<file path="src/rtl/wb_ram_bank_ctrl_pkg.sv">
// rtl/wb_ram_bank_ctrl_pkg.sv - Wishbone cycle/burst codes and controller types
package wb_ram_bank_ctrl_pkg;

    typedef enum logic [2:0] {
        CTI_CLASSIC = 3'b000,
        CTI_CONST   = 3'b001,
        CTI_INC     = 3'b010,
        CTI_EOB     = 3'b111
    } cti_e;

    typedef enum logic [1:0] {
        BTE_LINEAR = 2'b00,
        BTE_WRAP4  = 2'b01,
        BTE_WRAP8  = 2'b10,
        BTE_WRAP16 = 2'b11
    } bte_e;

    typedef enum logic [1:0] {
        ST_IDLE = 2'b00,
        ST_ACK  = 2'b01,
        ST_ERR  = 2'b10
    } state_e;

    localparam int BANK_ADDR_W = 15;

    // A single bank still needs one index bit so the range check can reject bank 1.
    function automatic int bank_idx_w(input int num_banks);
        return (num_banks > 1) ? $clog2(num_banks) : 1;
    endfunction

endpackage

</file>
<file path="src/rtl/wb_burst_next_addr.sv">
// rtl/wb_burst_next_addr.sv - next Wishbone burst byte address for linear and wrap bursts
module wb_burst_next_addr
    import wb_ram_bank_ctrl_pkg::*;
(
    input  logic [31:0] adr,
    input  logic [1:0]  bte,
    output logic [31:0] next_adr
);

    logic [31:0] inc_adr;

    assign inc_adr = adr + 32'd4;

    // Wrap bursts only advance the low word bits; everything above is held.
    always_comb begin
        next_adr = inc_adr;
        case (bte)
            BTE_LINEAR: next_adr = inc_adr;
            BTE_WRAP4:  next_adr = {adr[31:4], inc_adr[3:2], adr[1:0]};
            BTE_WRAP8:  next_adr = {adr[31:5], inc_adr[4:2], adr[1:0]};
            BTE_WRAP16: next_adr = {adr[31:6], inc_adr[5:2], adr[1:0]};
            default:    next_adr = inc_adr;
        endcase
    end

endmodule

</file>
<file path="src/rtl/wb_ram_bank_ctrl.sv">
// rtl/wb_ram_bank_ctrl.sv - Wishbone B3 slave front-end steering reads/writes into BRAM banks
module wb_ram_bank_ctrl
    import wb_ram_bank_ctrl_pkg::*;
#(
    parameter int NUM_BANKS = 4,
    parameter int BANK_AW   = 11
) (
    input  logic                      clk,
    input  logic                      rst_n,
    input  logic [31:0]               wb_adr_i,
    input  logic [31:0]               wb_dat_i,
    input  logic [3:0]                wb_sel_i,
    input  logic                      wb_we_i,
    input  logic                      wb_cyc_i,
    input  logic                      wb_stb_i,
    input  logic [2:0]                wb_cti_i,
    input  logic [1:0]                wb_bte_i,
    output logic [31:0]               wb_dat_o,
    output logic                      wb_ack_o,
    output logic                      wb_err_o,
    output logic [3:0]                bank_we,
    output logic [31:0]               bank_din,
    output logic [BANK_ADDR_W-1:0]    bank_waddr,
    output logic [BANK_ADDR_W-1:0]    bank_raddr,
    output logic [NUM_BANKS-1:0]      bank_select,
    input  logic [32*NUM_BANKS-1:0]   bank_dout
);

    localparam int BW = bank_idx_w(NUM_BANKS);

    state_e             state_q, state_d;
    logic [BW-1:0]      rd_bank_q, rd_bank_d;
    logic [31:0]        next_adr;
    logic [BW-1:0]      cur_bank, nxt_bank, issue_bank;
    logic [BANK_AW-1:0] raddr;
    logic               req, cur_ok, nxt_ok, burst_cont, wr_beat, rd_issue;
    logic               unused_ok;

    wb_burst_next_addr u_next_addr (
        .adr      (wb_adr_i),
        .bte      (wb_bte_i),
        .next_adr (next_adr)
    );

    assign req        = wb_cyc_i & wb_stb_i;
    assign cur_bank   = wb_adr_i[BANK_AW+2 +: BW];
    assign nxt_bank   = next_adr[BANK_AW+2 +: BW];
    assign cur_ok     = (32'(cur_bank) < NUM_BANKS);
    assign nxt_ok     = (32'(nxt_bank) < NUM_BANKS);
    assign burst_cont = (state_q == ST_ACK) & req & (wb_cti_i == CTI_INC);
    assign wr_beat    = (state_q == ST_ACK) & req & wb_we_i;
    assign unused_ok  = ^{wb_adr_i, next_adr};

    always_comb begin
        state_d = state_q;
        case (state_q)
            ST_IDLE: if (req) state_d = cur_ok ? ST_ACK : ST_ERR;
            ST_ACK:  state_d = burst_cont ? (nxt_ok ? ST_ACK : ST_ERR) : ST_IDLE;
            ST_ERR:  state_d = ST_IDLE;
            default: state_d = ST_IDLE;
        endcase
    end

    // The read for the next beat is launched while the current one is acked,
    // so the synchronous BRAM output lines up with the following ack.
    always_comb begin
        rd_issue   = 1'b0;
        issue_bank = cur_bank;
        raddr      = wb_adr_i[BANK_AW+1:2];
        if (state_q == ST_IDLE) begin
            rd_issue = req & cur_ok;
        end else if (burst_cont) begin
            rd_issue   = nxt_ok;
            issue_bank = nxt_bank;
            raddr      = next_adr[BANK_AW+1:2];
        end
        rd_bank_d = rd_issue ? issue_bank : rd_bank_q;
    end

    always_comb begin
        bank_select = '0;
        for (int k = 0; k < NUM_BANKS; k++) begin
            if (wr_beat) begin
                bank_select[k] = (cur_bank == BW'(k));
            end else if (rd_issue) begin
                bank_select[k] = (issue_bank == BW'(k));
            end
        end
    end

    always_comb begin
        wb_dat_o = '0;
        for (int k = 0; k < NUM_BANKS; k++) begin
            if (rd_bank_q == BW'(k)) wb_dat_o = bank_dout[32*k +: 32];
        end
    end

    always_ff @(posedge clk or negedge rst_n) begin
        if (!rst_n) begin
            state_q   <= ST_IDLE;
            rd_bank_q <= '0;
        end else begin
            state_q   <= state_d;
            rd_bank_q <= rd_bank_d;
        end
    end

    // Ack is qualified by the strobe so a master wait state mid-burst drops it.
    assign wb_ack_o   = (state_q == ST_ACK) & req;
    assign wb_err_o   = (state_q == ST_ERR);
    assign bank_we    = wb_sel_i & {4{wr_beat}};
    assign bank_din   = wb_dat_i;
    assign bank_waddr = BANK_ADDR_W'(wb_adr_i[BANK_AW+1:2]);
    assign bank_raddr = BANK_ADDR_W'(raddr);

endmodule
</file>
<file path="config.mk">
export PLATFORM = sky130hd
export DESIGN_NAME = wb_ram_bank_ctrl
export DESIGN_NICKNAME = d
export VERILOG_FILES = /design/src/rtl/wb_ram_bank_ctrl_pkg.sv /design/src/rtl/wb_burst_next_addr.sv /design/src/rtl/wb_ram_bank_ctrl.sv
export SDC_FILE = /design/constraint.sdc
export NUM_CORES = 1
export LEC_CHECK = 0
export CAP_MARGIN = 10
export CELL_PAD_IN_SITES_DETAIL_PLACEMENT = 2
export CELL_PAD_IN_SITES_GLOBAL_PLACEMENT = 2
export CORE_UTILIZATION = 10
export DETAILED_ROUTE_END_ITERATION = 10
export PLACE_DENSITY_LB_ADDON = 0.15
export SYNTH_ARGS = -nofsm -noshare
export SYNTH_HDL_FRONTEND = slang
export SYNTH_SLANG_ARGS = --single-unit
</file>
<file path="constraint.sdc">
create_clock -name clk -period 2.72 [get_ports clk]
set_input_delay 0.68 -clock clk [delete_from_list [all_inputs] [get_ports clk]]
set_output_delay 0.68 -clock clk [all_outputs]
set_load 0.03 [all_outputs]
</file>
==> impl_metrics.py <==
metrics = {
    "setup_path": {
        "worstPathMaxFanout": 3,
        "slowest_stage": "or3b_4",
        "r2r-end": "rd_bank_q[0]",
        "crit_type": "input port to output port",
        "worstPathArrival_ps": 2290,
        "end_kind": "output port",
        "start_kind": "input port",
        "cp.depth": 9,
        "crit_start": "wb_cti_i[0]",
        "r2r-start": "state_q[0]",
        "worst-path-buf-inv": 4,
        "cp.required_ps": 2040,
        "cp_top_family": "simple AND/OR/NAND/NOR gates",
        "path_common_cell": "buf_6",
        "cpPeakStageDelay_ps": 410,
        "cp_cell_sequence": "buf_6, or3b_4, buf_6, nor4_4, buf_4, and3_4, and3_4, xor2_4, buf_6",
        "reg2regPathDepth": 9,
        "setup.worst_path.end": "bank_raddr[8]",
        "worst-r2r-setup-slack_ps": 870,
    },
    "clocking": {
        "h-tree-depth": 1,
        "cts_tree": "yes",
        "clk_pin_slew_ps": 30,
        "clock-sinks": 3,
        "worstSkewPairLatency_ps": 230,
        "clock_path_buffers": 2,
        "cts_made_buffers": 3,
        "cts-root-buf": "clkbuf_16",
    },
    "die": {
        "io_pins": 310,
        "rows": 48,
        "design.core.area_sq_mm": 0.0173,
        "die_w_microns": 135,
        "die_y_microns": 135,
        "start_util_pct": 10.3,
        "die_area_sq_mm": 0.0183,
    },
    "layout": {
        "stdcell_area_sq_mm": 0.00457,
        "antennaDiodeCount": 0,
        "fin_nets": 602,
        "register_area_sq_um": 76.3,
        "area_delta_synth_final_pct": 158,
        "fillers": 1912,
        "multi_input_area_sq_mm": 0.00147,
        "drive_above_1_share_pct": 47.2,
    },
    "timing": {
        "skew_ps": 4.47,
        "rsz0062_at_grt": "yes",
        "hold_viol": 0,
        "final.hold.worst_slack_ps": 594,
        "fin_crit_sh_pct": 109,
        "period_minus_slack_ps": 2970,
        "setup_slack_ps": -253,
        "maxSlewViolCount": 0,
        "report.final.setup_viol": 11,
        "max_freq_mhz": 336,
    },
    "flow_run": {
        "max-cap-violations": 0,
    },
    "placement": {
        "dp.final_hpwl_mm": 9.77,
        "dpl-instance-area_sq_mm": 0.00430,
        "numPortBuffers": 217,
        "gp_congestion": 0.727,
    },
    "yosys": {
        "synth_area_per_cell_sq_um": 9.86,
        "synth_area_sq_mm": 0.00177,
        "yosysTopAreaCellShare_pct": 40.6,
        "synth-seq-area-share_pct": 4.23,
        "synth_area_leaders": "mux4_2, buf_4, dfrtp_1",
        "yosys_register_bits": 3,
        "synth.distinct_cells": 33,
        "yosys_warnings": 0,
        "synth_top_area_cell": "mux4_2",
        "netlist_instances": 180,
    },
    "routing": {
        "drc_errors": 0,
        "finalWirelength_mm": 11.2,
        "drtIter0Drc": 36,
        "vias_per_cell": 3.67,
        "ant_nets": 0,
        "wl_per_cell_microns": 18.1,
        "dr_total_vias": 2269,
        "drt_first_pass_iters": 4,
    },
    "outcome": {
        "outcome": "finished with violations",
        "violations": "negative setup slack",
    },
    "grt": {
        "first_global_vias": 2510,
        "grt_util_met2_pct": 22.0,
        "top_usage_layer": "met2",
        "track_usage_pct": 11.7,
        "gr-usage-met3_pct": 3.63,
        "met1_usage_pct": 13.1,
        "grt_max_degree": 24,
        "grt_pass1_wl_mm": 16.1,
        "grt_overflow_total": 0,
        "antenna_found_initial": 0,
    },
    "min_path": {
        "hp-class": "register to register",
    },
    "pwr": {
        "powerDensity_mw_per_mm2": 327,
        "vdd_drop_max_uv": 167,
        "p_leak_nw": 1.84,
    },
}
cells in the mapped netlist:
library cell   n
mux2i_1        2
buf_4         52
ha_1           1
dfrtp_1        3
nor2_1        10
mux2_2         1
clkbuf_1       6
o21ai_0        2
buf_2          4
and3_1         3
nand3_1        8
nand2b_1       4
and4_1         1
inv_1          2
and2_1         4
conb_1         1
xor2_1         5
nand4b_1       1
buf_1          1
nand4_1        2
o21ai_1        4
nor3_1         1
xnor2_1        8
buf_6          2
a21oi_1        2
or3b_2         1
a21boi_1       1
o21a_1         2
nor4_4         2
mux4_2        32
nand2_1       10
or3b_1         1
a21oi_2        1
where the power goes:
part	total, mW	internal [mW]	switching, mW
clock network	0.235	0.194	0.0416
logic	1.20	0.653	0.549
registers	0.0572	0.0510	0.00615
total	1.49	0.898	0.597
flip-flops by register name, indices dropped and copies added (netlist names):
name	count
rd_bank_q	2
state_q	1
worst min-delay path by stage:
stage / to / depth (start not counted) / slack, ps / start
6_report: rd_bank_q[0] / 2 / 590 / rd_bank_q[0]
5_1_grt: rd_bank_q[0] / 2 / 620 / rd_bank_q[0]
4_1_cts: rd_bank_q[0] / 2 / 600 / rd_bank_q[0]
3_5_place_dp: rd_bank_q[0] / 2 / 590 / rd_bank_q[0]
3_3_place_gp: rd_bank_q[0] / 2 / 580 / rd_bank_q[0]
2_1_floorplan: rd_bank_q[0] / 0 / 380 / rst_n
layer usage:
layer,up-vias,part of all wire [%]
li1,1026,-
met1,1101,38
met2,132,51
met3,10,9.9
met4,0,0.82
met5,-,0
layout by cell type, fill, tap and decap left out, types with 3 or more instances in the layout:
| cell type | instances |
|---|---|
| clkdlybuf4s50_1 | 145 |
| buf_4 | 73 |
| mux4_2 | 32 |
| buf_12 | 19 |
| buf_6 | 13 |
| conb_1 | 9 |
| nor2_1 | 8 |
| dlygate4sd2_1 | 8 |
| nand2_1 | 6 |
| buf_2 | 5 |
| nand3_2 | 4 |
| nand2_2 | 4 |
| nand3_1 | 4 |
| xnor2_2 | 4 |
| and2_1 | 4 |
| and3_4 | 3 |
| nand2b_1 | 3 |
| xnor2_1 | 3 |
| clkbuf_16 | 3 |
cells by family (layout without fill, tap and decap cells):
logic type      count (synthesis)  count (layout)  share of synthesized area, %
fa+ha+maj                       1               1                         0.705
flops                           3               3                          4.23
mux                            35              35                          42.4
xor+xnor                       13              13                          6.42
other cells                     1               9                         0.211
buf+inv                        67             273                          26.3
simple gates                   48              48                          15.7
compound gates                 12              12                          4.02
worst reg2reg max path, delay by kind of cell, from the launching register on:
family | cells | cell delay, ps
AOI/OAI and AO/OA | 1 | 90
buffers and inverters | 4 | 610
xor gates and xnor gates | 1 | 160
and+or+nand+nor | 3 | 450
DFF | 1 | 410
per-stage QoR:
stage	utilization (%)	std cells	setup TNS (ps)	setup WS, ps	total power, mW
after floorplan	-	188	-320	-80.0	0.732
after global placement	24.9	605	-8460	-729	1.26
after detailed placement	24.9	605	-8910	-769	1.27
after CTS	26.0	617	-2790	-344	1.52
after global routing	26.4	619	-2910	-326	1.57
final	26.4	619	-2080	-253	1.49
repair_timing:
item / 4_1_cts / 5_1_grt
setup endpoints to repair: 19 / 16
pin swaps: 16 / 10
buffers inserted: 9 / 4
hold buffers: 0 / 0
gates resized for setup: 63 / 18
layout make-up:
class                           instances  area share, %
Clock buffer                            4           1.73
Sequential cell                         3           1.67
Timing Repair Buffer                  267           58.1
Tap cell                              225           6.16
Multi-Input combinational cell        118           32.1
Inverter                                2          0.164
(Power assumes the default switching activity.)
